**src/rtl/accumulator_unit_if.sv**
```systemverilog
// Command/status bundle between the control unit and the accumulator unit.
// The master drives the command; the slave reports the accumulator value and flags.
interface accumulator_unit_if #(
    parameter int WIDTH = 8
);
    logic [WIDTH-1:0] data_in;
    logic [2:0]       op;
    logic             enable;
    logic [WIDTH-1:0] data_out;
    logic             carry;
    logic             zero;
    logic             negative;
    logic             overflow;
    logic             busy;
    logic             done;

    modport master (
        output data_in, op, enable,
        input  data_out, carry, zero, negative, overflow, busy, done
    );

    modport slave (
        input  data_in, op, enable,
        output data_out, carry, zero, negative, overflow, busy, done
    );
endinterface

```
**src/rtl/accumulator_unit.sv**
```systemverilog
// WIDTH-bit accumulator with single-cycle ALU ops and a multi-cycle unsigned
// shift-add multiply guarded by a busy/done handshake.
module accumulator_unit #(
    parameter int WIDTH = 8
) (
    input  logic               clk,
    input  logic               reset,
    accumulator_unit_if.slave  bus
);
    localparam int CNT_W = $clog2(WIDTH + 1);

    typedef enum logic [2:0] {
        OP_NOP  = 3'b000,
        OP_LOAD = 3'b001,
        OP_ADD  = 3'b010,
        OP_ADC  = 3'b011,
        OP_SUB  = 3'b100,
        OP_AND  = 3'b101,
        OP_SHR  = 3'b110,
        OP_MUL  = 3'b111
    } op_e;

    typedef enum logic [1:0] {
        S_IDLE,
        S_MUL,
        S_COMMIT
    } state_e;

    state_e             state_q, state_d;
    logic [WIDTH-1:0]   acc_q, acc_d;
    logic               carry_q, carry_d;
    logic               ovf_q, ovf_d;
    logic               done_q, done_d;
    logic [CNT_W-1:0]   cnt_q, cnt_d;
    logic [2*WIDTH-1:0] mcand_q, mcand_d;
    logic [2*WIDTH-1:0] partial_q, partial_d;
    logic [WIDTH-1:0]   mplier_q, mplier_d;

    op_e                op;
    logic               accept;
    logic [WIDTH:0]     sum;
    logic [WIDTH:0]     diff;

    always_comb begin
        // NOTE: every signal gets a default before the case so no path can infer a latch.
        op        = op_e'(bus.op);
        accept    = bus.enable && (state_q == S_IDLE);
        sum       = {1'b0, acc_q} + {1'b0, bus.data_in}
                  + {{WIDTH{1'b0}}, (op == OP_ADC) && carry_q};
        diff      = {1'b0, acc_q} - {1'b0, bus.data_in};
        state_d   = state_q;
        acc_d     = acc_q;
        carry_d   = carry_q;
        ovf_d     = ovf_q;
        done_d    = 1'b0;
        cnt_d     = cnt_q;
        mcand_d   = mcand_q;
        partial_d = partial_q;
        mplier_d  = mplier_q;

        case (state_q)
            S_IDLE: begin
                if (accept) begin
                    case (op)
                        OP_NOP: ;
                        OP_LOAD: begin
                            acc_d = bus.data_in;
                            ovf_d = 1'b0;
                        end
                        OP_ADD, OP_ADC: begin
                            acc_d   = sum[WIDTH-1:0];
                            carry_d = sum[WIDTH];
                            ovf_d   = (acc_q[WIDTH-1] == bus.data_in[WIDTH-1])
                                   && (sum[WIDTH-1] != acc_q[WIDTH-1]);
                        end
                        OP_SUB: begin
                            // Carry is the inverted borrow: set when acc >= data_in.
                            acc_d   = diff[WIDTH-1:0];
                            carry_d = ~diff[WIDTH];
                            ovf_d   = (acc_q[WIDTH-1] != bus.data_in[WIDTH-1])
                                   && (diff[WIDTH-1] != acc_q[WIDTH-1]);
                        end
                        OP_AND: begin
                            acc_d = acc_q & bus.data_in;
                            ovf_d = 1'b0;
                        end
                        OP_SHR: begin
                            acc_d   = acc_q >> 1;
                            carry_d = acc_q[0];
                            ovf_d   = 1'b0;
                        end
                        OP_MUL: begin
                            state_d   = S_MUL;
                            mcand_d   = {{WIDTH{1'b0}}, acc_q};
                            mplier_d  = bus.data_in;
                            partial_d = '0;
                            cnt_d     = '0;
                        end
                        default: ;
                    endcase
                end
            end
            S_MUL: begin
                if (mplier_q[0]) begin
                    partial_d = partial_q + mcand_q;
                end
                mcand_d  = mcand_q << 1;
                mplier_d = mplier_q >> 1;
                cnt_d    = cnt_q + 1'b1;
                if (cnt_q == CNT_W'(WIDTH - 1)) begin
                    state_d = S_COMMIT;
                end
            end
            S_COMMIT: begin
                acc_d   = partial_q[WIDTH-1:0];
                carry_d = |partial_q[2*WIDTH-1:WIDTH];
                ovf_d   = 1'b0;
                done_d  = 1'b1;
                state_d = S_IDLE;
            end
            default: state_d = S_IDLE;
        endcase
    end

    // NOTE: sequential state uses non-blocking assignments so every register samples pre-edge values.
    always_ff @(posedge clk) begin
        if (reset) begin
            state_q <= S_IDLE;
            acc_q   <= '0;
            carry_q <= 1'b0;
            ovf_q   <= 1'b0;
            done_q  <= 1'b0;
            cnt_q   <= '0;
        end else begin
            state_q <= state_d;
            acc_q   <= acc_d;
            carry_q <= carry_d;
            ovf_q   <= ovf_d;
            done_q  <= done_d;
            cnt_q   <= cnt_d;
        end
    end

    // NOTE: the multiply datapath is not reset; it is fully loaded whenever a MUL is accepted.
    always_ff @(posedge clk) begin
        mcand_q   <= mcand_d;
        partial_q <= partial_d;
        mplier_q  <= mplier_d;
    end

    assign bus.data_out = acc_q;
    assign bus.carry    = carry_q;
    assign bus.zero     = (acc_q == '0);
    assign bus.negative = acc_q[WIDTH-1];
    assign bus.overflow = ovf_q;
    assign bus.busy     = (state_q != S_IDLE);
    assign bus.done     = done_q;
endmodule
```
**src/flat_wrapper.sv**
```systemverilog
// flat-port wrapper written by rule: the top's interface ports become plain ports
module accumulator_unit_flat 
#(
    parameter int WIDTH = 8
)
  (clk, reset, bus_data_in, bus_op, bus_enable, bus_data_out, bus_carry, bus_zero, bus_negative, bus_overflow, bus_busy, bus_done);
  accumulator_unit_if #(.WIDTH(WIDTH)) bus_i ();
  input  logic clk;
  input  logic reset;
  input wire logic [$bits(bus_i.data_in)-1:0] bus_data_in;
  input wire logic [$bits(bus_i.op)-1:0] bus_op;
  input wire logic [$bits(bus_i.enable)-1:0] bus_enable;
  output wire logic [$bits(bus_i.data_out)-1:0] bus_data_out;
  output wire logic [$bits(bus_i.carry)-1:0] bus_carry;
  output wire logic [$bits(bus_i.zero)-1:0] bus_zero;
  output wire logic [$bits(bus_i.negative)-1:0] bus_negative;
  output wire logic [$bits(bus_i.overflow)-1:0] bus_overflow;
  output wire logic [$bits(bus_i.busy)-1:0] bus_busy;
  output wire logic [$bits(bus_i.done)-1:0] bus_done;
  assign bus_i.data_in = bus_data_in;
  assign bus_i.op = bus_op;
  assign bus_i.enable = bus_enable;
  assign bus_data_out = bus_i.data_out;
  assign bus_carry = bus_i.carry;
  assign bus_zero = bus_i.zero;
  assign bus_negative = bus_i.negative;
  assign bus_overflow = bus_i.overflow;
  assign bus_busy = bus_i.busy;
  assign bus_done = bus_i.done;
  accumulator_unit #(.WIDTH(WIDTH)) u_core (.clk(clk), .reset(reset), .bus(bus_i));
endmodule
```
**config.mk**
```make
export PLATFORM = sky130hd
export DESIGN_NAME = accumulator_unit_flat
export DESIGN_NICKNAME = d
export VERILOG_FILES = /design/src/rtl/accumulator_unit_if.sv /design/src/rtl/accumulator_unit.sv /design/src/flat_wrapper.sv
export SDC_FILE = /design/constraint.sdc
export NUM_CORES = 1
export LEC_CHECK = 0
export CORE_MARGIN = 3
export CORE_UTILIZATION = 64
export DETAILED_ROUTE_END_ITERATION = 7
export PLACE_DENSITY = 0.86
export SYNTH_ARGS = -nofsm -noshare
export SYNTH_HDL_FRONTEND = slang
export SYNTH_SLANG_ARGS = --single-unit
```
**constraint.sdc**
```tcl
create_clock -name clk -period 7.05 [get_ports clk]
set_input_delay 1.41 -clock clk [delete_from_list [all_inputs] [get_ports clk]]
set_output_delay 1.41 -clock clk [all_outputs]
set_load 0.1 [all_outputs]
```
# [Word level (Yosys, flattened, before mapping)]
# Cells that the tools add are included.
[word_totals] ff_bits=57 inputBits=14 wordCells=82
[classes] add_sub_neg=5 n_eq_ne=21 muxes=27 n_bitwise=2 n_reduce_logical=18
[op_table] cell="$mux 16" n=5
[op_table] cell="$pmux 16 s2" n=2
[op_table] cell="$pmux 8 s5" n=1
[op_table] cell="$pmux 8 s2" n=2
[op_table] cell="$mux 8" n=3
[op_table] cell="$add 16x16->16" n=1
[op_table] cell="$reduce_and 3->1" n=5
[op_table] cell="$eq 3x3->1 const B" n=4
[op_table] cell="$add 8x8->9" n=1
[op_table] cell="$add 9x1->9" n=1
[op_table] cell="$sub 8x8->9" n=1
[op_table] cell="$and 8x8->8" n=1
[op_table] cell="$logic_not 8->1" n=1
[op_table] cell="$mux 4" n=2
[op_table] cell="$ne 4x4->1 const B" n=2
[op_table] cell="$pmux 4 s2" n=1
[op_table] cell="$reduce_or 8->1" n=1
[op_table] cell="$eq 3x2->1 const B" n=2
[op_table] cell="$mux 2" n=3
[op_table] cell="$ne 2x1->1 const B" n=3
[op_table] cell="$ne 6x6->1 const B" n=1
[op_table] cell="$pmux 1 s3" n=2
[op_table] cell="$reduce_bool 2->1" n=3
[op_table] cell="$add 4x1->4 const B" n=1
[op_table] cell="16 further kinds" n=24

# [Depth between registers and ports, before layout]
# Gate-level depths: netlist (run 1).
[depth] depth_word=8 mapped_depth=11 depth_no_buf=10

# [Least setup slack after synthesis (run 1)]
# No wires, ideal clock.
[synth_timing] path_kind="flip-flop to output port" start="reg u_core.acc_q[7] (netlist: u_core.bus.data_out[7])" end="out bus_zero" t_arrival_ps=2642 t_required_ps=5640 setup_slack_ps=2998 stages_incl_launch_ff=3 n_path_buf=0 cell_sequence="dfxtp_1 > or4_1 > nor2_1"
[synth_via] elab_chain_len=1
[synth_lines] item="start, declared" line_no="accumulator_unit.sv:30" rtl="logic [WIDTH-1:0] acc_q, acc_d;"
[synth_lines] item="start signal, assigned" line_no="accumulator_unit.sv:129" rtl="acc_q <= '0;"
[synth_lines] item="start signal, assigned" line_no="accumulator_unit.sv:136" rtl="acc_q <= acc_d;"
[synth_lines] item="$logic_not 8->1" line_no="accumulator_unit.sv:153" rtl="assign bus.zero = (acc_q == '0);"
[synth_lines] item="end, declared" line_no="flat_wrapper.sv:15" rtl="output wire logic [$bits(bus_i.zero)-1:0] bus_zero;"
# No other way between the ends.

# [Final worst setup path (run 1)]
[layout_timing] start="in bus_op[1]" end="reg u_core.acc_q[4] (netlist: u_core.bus.data_out[4])"
[layout_via] elab_chain_len=6
[layout_lines] item="start, declared" line_no="flat_wrapper.sv:11" rtl="input wire logic [$bits(bus_i.op)-1:0] bus_op;"
[layout_lines] item="$eq 3x2->1" line_no="accumulator_unit.sv:49, accumulator_unit.sv:64"
[layout_lines] item="$logic_and 1x1->1" line_no="accumulator_unit.sv:49" rtl="+ {{WIDTH{1'b0}}, (op == OP_ADC) && carry_q};"
[layout_lines] item="$add 9x1->9" line_no="accumulator_unit.sv:49"
[layout_lines] item="$pmux 8 s5" line_no="accumulator_unit.sv:64" rtl="case (op)"
[layout_lines] item="$mux 8" line_no="accumulator_unit.sv:63" rtl="if (accept) begin"
[layout_lines] item="$pmux 8 s2" line_no="accumulator_unit.sv:61" rtl="case (state_q)"
# Several ways; a longest one is shown, not always the timed one. The select of a mux whose other input is x is not followed.
# A chain may end at the register's enable or synchronous reset.

==> results of run 1 <==
[per-layer routing]
layer,routed length (um),GRT usage,vias to the layer above
met5,0,0,-
met4,240,0.1252,0
met3,1057,0.07109,30
met2,5462,0.5367,200
met1,4500,0.4079,1729
li1,-,-,1727
[sequential cells by signal (all words and copies together), names as in the netlist]
| signal | flops |
|---|---|
| u_core.cnt_q | 4 |
| u_core.bus.done | 1 |
| u_core.mcand_q | 16 |
| u_core.partial_q | 16 |
| u_core.bus.data_out | 8 |
| u_core.state_q | 2 |
| u_core.bus.carry | 1 |
| u_core.mplier_q | 8 |
| u_core.bus.overflow | 1 |
[critical path, stage by stage]
cell             delay, ps
clkdlybuf4s50_1       1110
nor2b_1                410
nand3_1                150
fa_1                   460
fa_1                   420
o21bai_1               180
a21oi_1                100
xnor2_1                130
o22ai_1                160
o221ai_1               120
a21oi_1                180
[area by class of cell]
class | count | area share
clock buffers | 10 | 0.02811
flip-flops and latches | 57 | 0.3395
multi-input cells | 352 | 0.5145
clock inverters | 6 | 0.01295
inverters | 26 | 0.02149
well taps | 75 | 0.02067
repair buffers | 29 | 0.06283
[kinds of logic (layout without fill, tap and decap cells)]
kind of cell	after synthesis	in the layout	synth area share
buf+inv	48	71	0.04997
fa+ha+maj	36	36	0.1177
mux	8	8	0.02023
xor+xnor	17	17	0.03648
simple gates	162	162	0.1919
flops	57	57	0.3777
compound gates	129	129	0.2060
[cells in the final DEF (no fill, tap or decap), types with 4 or more instances in the layout]
cell type,count
fa_1,4
a31oi_1,5
nor2b_1,9
xor2_1,7
clkinv_2,4
edfxtp_1,40
o221ai_1,8
mux2i_1,6
dfxtp_1,17
a22oi_1,5
nand2b_1,6
ha_1,32
a21o_1,6
clkdlybuf4s50_1,27
a211oi_1,6
xnor2_1,10
a21oi_1,32
nor4_1,4
nor3_1,16
o21ai_0,33
o22ai_1,6
nand2_1,47
clkbuf_8,9
o211ai_1,4
inv_1,26
nor2_1,39
nand3_1,11
and3_1,12
[path summary, 6_finish.rpt]
kind                                 end  slack, ps  cells past startpoint
setup reg to reg    u_core.partial_q[13]       4450                      7
hold / removal       u_core.bus.overflow        530                      2
hold reg to reg      u_core.bus.overflow        530                      2
setup / recovery  u_core.bus.data_out[4]       2480                     11
[through the flow]
step / util / instance area (um2)
4_1_cts: 0.7492 / 4541
2_1_floorplan: - / 4081
3_3_place_gp: 0.7184 / 4354
5_1_grt: 0.7492 / 4541
3_5_place_dp: 0.7184 / 4354
6_report: 0.7492 / 4541
[power by group]
group / total (mW) / switching [mW] / internal (mW)
sequential: 0.392 / 0.0178 / 0.374
clock: 0.298 / 0.137 / 0.161
combinational: 0.243 / 0.161 / 0.0819
==> flow_summary.ini, run 1 <==
[outcome]
status = completed

[synth]
synthesis.area_um2 = 4081
ys_seq_area_frac = 0.3777
synth_most_common_cell = nand2_1
yosysTopAreaCell = edfxtp_1
synth.net_count = 507
async_flop_share = 0
synthCells = 457
synth_area_leaders = edfxtp_1 29%, ha_1 9.8%, dfxtp_1 8.3%
syn_area_per_cell_um2 = 8.931
synth_seq_cells = 57
yosys_warnings = 0
ys.flop_type = edfxtp_1
synth_cell_types = 57
synth_common_cells = 47 x nand2_1, 40 x edfxtp_1, 39 x nor2_1
yosysTopAreaCellShare = 0.2943
synth_edf_count = 40

[finish]
drive_gt1_frac = 0.04583
final_nets = 525
n_fill_cell = 456
multi_input_area_um2 = 2336
n_antenna_cell = 0
final_cell_count_no_fill = 555
final-seq-area_um2 = 1541
area_growth_pct = 11.25

[grt]
grt_start_max_net_pins = 27
grt_pass1_wl_mm = 18.35
globalRouteTotalUtil = 0.3217
grt_overflow = 0
antenna_found_initial = 0
grt_pass1_vias = 3743

[clock_network]
cts.clk_slew.worst_paths_ps = 70
numClockSinks = 57
htreeDepth = 3
clock_latency_ps = 350
cts_made_buffers = 9
ctsResizeCount = 0
cts_tree = yes
clockBufferDepth = 2
post_cts_buffers = 0
hold_buffers = 0
cts-root-buf = clkbuf_8

[sta]
drv_slew = 0
setup_viol = 0
finalClockSkew_ps = 10.72
rsz0062_at_grt = false
hold_viol = 0
period_share = 0.6489
fin_hold_ws_ps = 529.3
worst_slew_pin_slew_ps = 1058
fmax_ghz = 0.2186
tns_ps = 0
slew_headroom = 0.2938
finalWorstSetupSlack_ps = 2475
fin_crit_ps = 4575

[hold_path]
hp-start = u_core.bus.overflow
hold_path_class = flip-flop to flip-flop

[placed_design]
gp_congestion = 0.9761
port-buffer-count = 27
dp_cells = 539
dp_slack_ps = 2221
dp_hpwl_mm = 7.967

[die]
io_pins = 28
die_y_um = 85.86
rows = 28
die_area_um2 = 7371
initial_utilization = 0.6734
coreArea_um2 = 6061
die_w_um = 85.86

[critical_path]
worstPathRequired_ps = 7300
crit_type = input pin to flip-flop
critPathMaxFanout = 26
r2r_start = u_core.partial_q[4]
setup.worst_path.end_class = flip-flop
startpoint_type = input pin
cp_data_arrival_time_ps = 4830
startpoint = bus_op[1]

[drt]
routedWlPerCell_um = 20.29
via_count = 3686
postRouteAntennaNets = 0
via_per_inst = 6.641
drc = 0
routed_wl_mm = 11.26
firstDrtPassIters = 5
drt_iter0_markers = 403

[power_and_ir_drop]
vdd_ir_drop_max_v = 0.0001709
powerDensity_nw_per_um2 = 205.5
leakagePower_nw = 1.820
fin_total_pwr_mw = 0.9330

[job]
maxCapViolations = 0
No activity file was read; power rests on OpenSTA's default activity.
==> inputs of run 2 (changes only) <==
--- a/config.mk
+++ b/config.mk
@@ -6,9 +6,9 @@
 export NUM_CORES = 1
 export LEC_CHECK = 0
 export CORE_MARGIN = 3
-export CORE_UTILIZATION = 64
+export CORE_UTILIZATION = 54
 export DETAILED_ROUTE_END_ITERATION = 7
-export PLACE_DENSITY = 0.86
+export PLACE_DENSITY = 0.77
 export SYNTH_ARGS = -nofsm -noshare
 export SYNTH_HDL_FRONTEND = slang
 export SYNTH_SLANG_ARGS = --single-unit
==> constraint.sdc (replaced) <==
create_clock -name clk -period 3.8 [get_ports clk]
set_input_delay 0.76 -clock clk [delete_from_list [all_inputs] [get_ports clk]]
set_output_delay 0.76 -clock clk [all_outputs]
set_load 0.1 [all_outputs]
==> run 2 against run 1 <==
- die area rose by 17%
- count of clock-buffer cells in the layout down 1
- routed wire length down 3.3%
- combinational power increased by 84%
- register-to-register slack got worse by 3200 ps
- critical path type unchanged
==> flow_summary.ini, run 2 (synthesis gave the netlist of run 1 again) <==
[outcome]
status = completed

[critical_path]
crit_chain = clkdlybuf4s50_1, nor2b_1, nand3_1, fa_1, fa_1, o21bai_1, a21oi_1, xnor2_1, o22ai_1, o221ai_1, a21oi_1
r2r_cells = 9
crit_slowest_cell = clkdlybuf4s50_1
path_depth = 11
worstPathRequired_ps = 4060
critPathMaxFanout = 3
crit_type = input pin to flip-flop
cp_data_arrival_time_ps = 3280
cp_top_family = adder cells
crit_end = u_core.bus.data_out[4]
r2r_start = u_core.bus.data_out[0]
cp_num_buf_inv = 1
setup.worst_path.end_class = flip-flop
critPathMaxStageDelay_ps = 470
startpoint = bus_op[1]
rrSetupSlack_ps = 1250
startpoint_type = input pin
rr_endpoint = u_core.bus.data_out[4]

[die]
io_pins = 28
die_w_um = 92.94
rows = 31
die_y_um = 92.94
initial_utilization = 0.5597
die_area_um2 = 8637
coreArea_um2 = 7292

[clock_network]
numClockSinks = 57
clock_latency_ps = 340
hold_buffers = 0
post_cts_buffers = 0
ctsResizeCount = 0
clockBufferDepth = 2
cts-root-buf = clkbuf_8
htreeDepth = 3
cts_tree = yes
cts_made_buffers = 9
cts.clk_slew.worst_paths_ps = 70

[sta]
fin_crit_ps = 3021
drv_slew = 0
fmax_ghz = 0.3310
tns_ps = 0
slew_headroom = 0.3415
period_share = 0.7951
rsz0062_at_grt = false
hold_viol = 0
setup_viol = 0
finalClockSkew_ps = 11.76
worst_slew_pin_slew_ps = 984.7

[finish]
n_fill_cell = 666
final_cell_count_no_fill = 584
n_antenna_cell = 0
area_growth_pct = 12.29
final_cell_mix = 47 x nand2_1, 40 x edfxtp_1, 39 x nor2_1
reg_top3 = u_core.mcand_q: 16 flops, u_core.partial_q: 16 flops
postLayoutCellArea_um2 = 4583
layout_commonest_cell = nand2_1
drive_gt1_frac = 0.06392
final_nets = 530

[grt]
grt_overflow = 0
grt_pass1_wl_mm = 17.91
grt_pass1_vias = 3642
globalRouteTotalUtil = 0.2679
grt_start_max_net_pins = 26
antenna_found_initial = 0

[power_and_ir_drop]
internal_power_mw = 1.081
swShare = 0.3537
seqPwrFrac = 0.434
p_switching_mw = 0.5913
leakagePower_nw = 1.839
combPwrFrac = 0.267
fin_total_pwr_mw = 1.672
powerDensity_nw_per_um2 = 364.8
clock_power_share = 0.299
vdd_ir_drop_max_v = 0.0001817

[drt]
routed_wl_mm = 10.89
drt_iter0_markers = 298
routedWlPerCell_um = 18.65
via_count = 3651
postRouteAntennaNets = 0
drc = 0
via_per_inst = 6.252
firstDrtPassIters = 6

[hold_path]
hold_path_class = flip-flop to flip-flop
hp-start = u_core.bus.overflow

[placed_design]
dp_cells = 568
dp_hpwl_mm = 8.017
placed_area_um2 = 4412
port-buffer-count = 27
gp_congestion = 0.9686

[job]
maxCapViolations = 0
run 2: layer usage:
metal / track usage / up-vias / share of wire
li1: - / 1732 / -
met1: 0.3494 / 1743 / 0.42
met2: 0.4361 / 152 / 0.48
met3: 0.05443 / 24 / 0.073
met4: 0.1050 / 0 / 0.026
met5: 0 / - / 0
run 2: layout make-up:
cell class	instances	area (um2)	area share
well taps	99	123.9	0.02703
inverters	26	97.59	0.02129
flip-flops and latches	57	1541	0.3363
clock inverters	7	47.55	0.01037
multi-input cells	352	2336	0.5097
clock buffers	9	123.9	0.02703
repair buffers	34	312.8	0.06825
run 2: worst min-delay path by stage:
| stage | to | slack (ps) | cells past startpoint |
|---|---|---|---|
| after CTS | u_core.mplier_q[2] | 530 | 2 |
| after global routing | u_core.mplier_q[2] | 530 | 2 |
| after floorplan | u_core.mplier_q[0] | 500 | 2 |
| final | u_core.bus.overflow | 530 | 2 |
| after global placement | u_core.bus.overflow | 500 | 2 |
| after detailed placement | u_core.mplier_q[1] | 520 | 2 |
run 2: stage by stage:
step	setup WS, ps	utilization	hold WS [ps]
after floorplan	397.8	-	496.3
after global placement	474.6	0.6050	502.5
after detailed placement	448.5	0.6050	518.8
after CTS	806.2	0.6285	525.8
after global routing	571.8	0.6285	530.7
final	778.8	0.6285	527.8
run 2: power groups by stage:
stage | registers (mW) | clock network [mW] | logic [mW]
after detailed placement | 0.738 | 0 | 0.441
after CTS | 0.725 | 0.505 | 0.443
after global routing | 0.729 | 0.535 | 0.488
after floorplan | 0.789 | 0 | 0.276
after global placement | 0.738 | 0 | 0.435
final | 0.726 | 0.499 | 0.447
run 2: worst min-delay path, cell delays in order, from the launching register on:
cell and delay (ps):
dfxtp_1 320, nor2_1 110, nor3_1 50
==> inputs of run 3 (changes only) <==
--- a/config.mk
+++ b/config.mk
@@ -6,9 +6,9 @@
 export NUM_CORES = 1
 export LEC_CHECK = 0
 export CORE_MARGIN = 3
-export CORE_UTILIZATION = 54
+export CORE_UTILIZATION = 60
 export DETAILED_ROUTE_END_ITERATION = 7
-export PLACE_DENSITY = 0.77
+export PLACE_DENSITY = 0.81
 export SYNTH_ARGS = -nofsm -noshare
 export SYNTH_HDL_FRONTEND = slang
 export SYNTH_SLANG_ARGS = --single-unit
==> constraint.sdc (replaced) <==
create_clock -name clk -period 3 [get_ports clk]
set_input_delay 0.6 -clock clk [delete_from_list [all_inputs] [get_ports clk]]
set_output_delay 0.6 -clock clk [all_outputs]
set_load 0.1 [all_outputs]
==> run 3 against run 2 <==
- sequential power is 26% higher
- highest routed layer unchanged
- via count is 5.6% higher
- critical path depth stayed put
- final area is 4.1% higher
- final cell count is 0.86% higher
- largest cell class unchanged
==> flow_summary.ini, run 3 (synthesis gave the netlist of run 1 again) <==
[sta]
setup_viol = 0
worst_slew_pin_slew_ps = 734.7
drv_slew = 0
finalClockSkew_ps = 9.900
fin_crit_ps = 2896
hold_viol = 0
period_share = 0.9654
fmax_ghz = 0.3453
slew_headroom = 0.5090
rsz0062_at_grt = false

[finish]
reg_top3 = u_core.mcand_q: 16 flops, u_core.partial_q: 16 flops
n_antenna_cell = 0
final_cell_mix = 48 x buf_4, 47 x nand2_1, 40 x edfxtp_1
final_cell_count_no_fill = 589
layout_commonest_cell = buf_4
postLayoutCellArea_um2 = 4773
drive_gt1_frac = 0.1367
final_nets = 558
n_fill_cell = 497
area_growth_pct = 16.95

[drt]
route.met3.wl_um = 919
top_layer = met4
wl_met1_mm = 4.810
via_count = 3856
postRouteAntennaNets = 0
drt_iter0_markers = 480
routed_wl_mm = 11.61
via_per_inst = 6.547
firstDrtPassIters = 5
routed-wl-met2_mm = 5.561
drc = 0
routedWlPerCell_um = 19.71

[clock_network]
post_cts_buffers = 0
cts_tree = yes
cts-root-buf = clkbuf_8
htreeDepth = 3
cts_made_buffers = 9
numClockSinks = 57
cts.clk_slew.worst_paths_ps = 70
clockBufferDepth = 2
clock_latency_ps = 330

[hold_path]
holdPathEnd = u_core.bus.overflow
hold_path_class = flip-flop to flip-flop
hp-start = u_core.bus.overflow
hold_depth = 2

[critical_path]
cp_data_arrival_time_ps = 3150
worstPathRequired_ps = 3260
cp_num_buf_inv = 1
crit_slowest_cell = clkdlybuf4s50_1
crit_chain = clkdlybuf4s50_1, nor2b_1, nand3_1, fa_1, fa_1, o21bai_1, a21oi_1, xnor2_1, o22ai_1, o221ai_1, a21oi_1
r2r_cells = 7
critPathMaxFanout = 3
cp_top_family = adder cells
r2r_start = u_core.partial_q[4]
startpoint = bus_op[1]
rrSetupSlack_ps = 270
crit_type = input pin to flip-flop
setup.worst_path.end_class = flip-flop
critPathMaxStageDelay_ps = 460
rr_endpoint = u_core.partial_q[13]
startpoint_type = input pin

[die]
die_w_um = 88.48
rows = 29
die_area_um2 = 7828
initial_utilization = 0.6319
coreArea_um2 = 6459
die_y_um = 88.48
io_pins = 28

[job]
maxCapViolations = 0

[outcome]
status = completed

[power_and_ir_drop]
powerDensity_nw_per_um2 = 468.1
fin_total_pwr_mw = 2.234
leakagePower_nw = 2.001
vdd_ir_drop_max_v = 0.0002833

[grt]
globalRouteTotalUtil = 0.3135
grt_pass1_wl_mm = 18.64
grt_start_max_net_pins = 26
grt_pass1_vias = 3651
antenna_found_initial = 0
grt_overflow = 0

[placed_design]
dp_cells = 574
placed_area_um2 = 4584
dp_hpwl_mm = 8.519
gp_congestion = 0.9740
port-buffer-count = 27
==> run 3: cell types whose count changed in the layout (fill, tap and decap cells not counted), sizes merged <==
cell	previous run	this run
bufinv	0	1
clkinv	6	4
buf	11	49
clkdlybuf4s50	23	13
==> run 3: area by class of cell <==
class / count / area [um2] / share of cell area
multi-input cells: 352 / 2344 / 0.4910
clock inverters: 6 / 60.06 / 0.01258
flip-flops and latches: 57 / 1541 / 0.3229
clock buffers: 9 / 123.9 / 0.02595
repair buffers: 62 / 510.5 / 0.1069
inverters: 26 / 97.59 / 0.02045
well taps: 77 / 96.34 / 0.02018
==> run 3: worst max-delay path by stage <==
stage / to / slack, ps / cells after the start
finish: u_core.bus.data_out[4] / 100 / 11
detailed placement: u_core.bus.data_out[4] / -160 / 11
CTS: u_core.bus.data_out[4] / 190 / 11
global route: u_core.bus.data_out[4] / 30 / 11
global placement: u_core.bus.data_out[7] / -150 / 10
floorplan: u_core.bus.data_out[4] / 40 / 9
==> run 3: power breakdown <==
| part | total, mW | internal [mW] | switching (mW) |
|---|---|---|---|
| clock network | 0.691 | 0.374 | 0.317 |
| logic | 0.626 | 0.229 | 0.397 |
| registers | 0.917 | 0.878 | 0.0388 |
| total | 2.23 | 1.48 | 0.753 |
==> run 3: stage by stage <==
stage               TNS (ps)  hold slack [ps]  utilization  setup WS, ps
detailed placement    -699.9            503.2       0.7098        -163.7
CTS                        0            518.8       0.7383         191.1
global route               0            550.5       0.7391         31.87
global placement      -545.3            494.7       0.7098        -147.6
floorplan                  0            496.3            -         38.65
finish                     0            523.3       0.7391         103.8
==> run 3: timing repair <==
action,4_1_cts,5_1_grt
hold buffers,0,0
resized for setup,0,1
endpoints found under the setup margin,0,1
==> run 3: layer usage <==
layer  global-route usage  up-vias
met5                    0        -
met4              0.09753        0
met3              0.06052       40
met2               0.5289      216
met1               0.4082     1811
li1                     -     1789
==> run 3: worst min-delay path: stages, from the launching register on <==
cell	delay (ps)
dfxtp_1	320
nor2_1	110
nor3_1	50
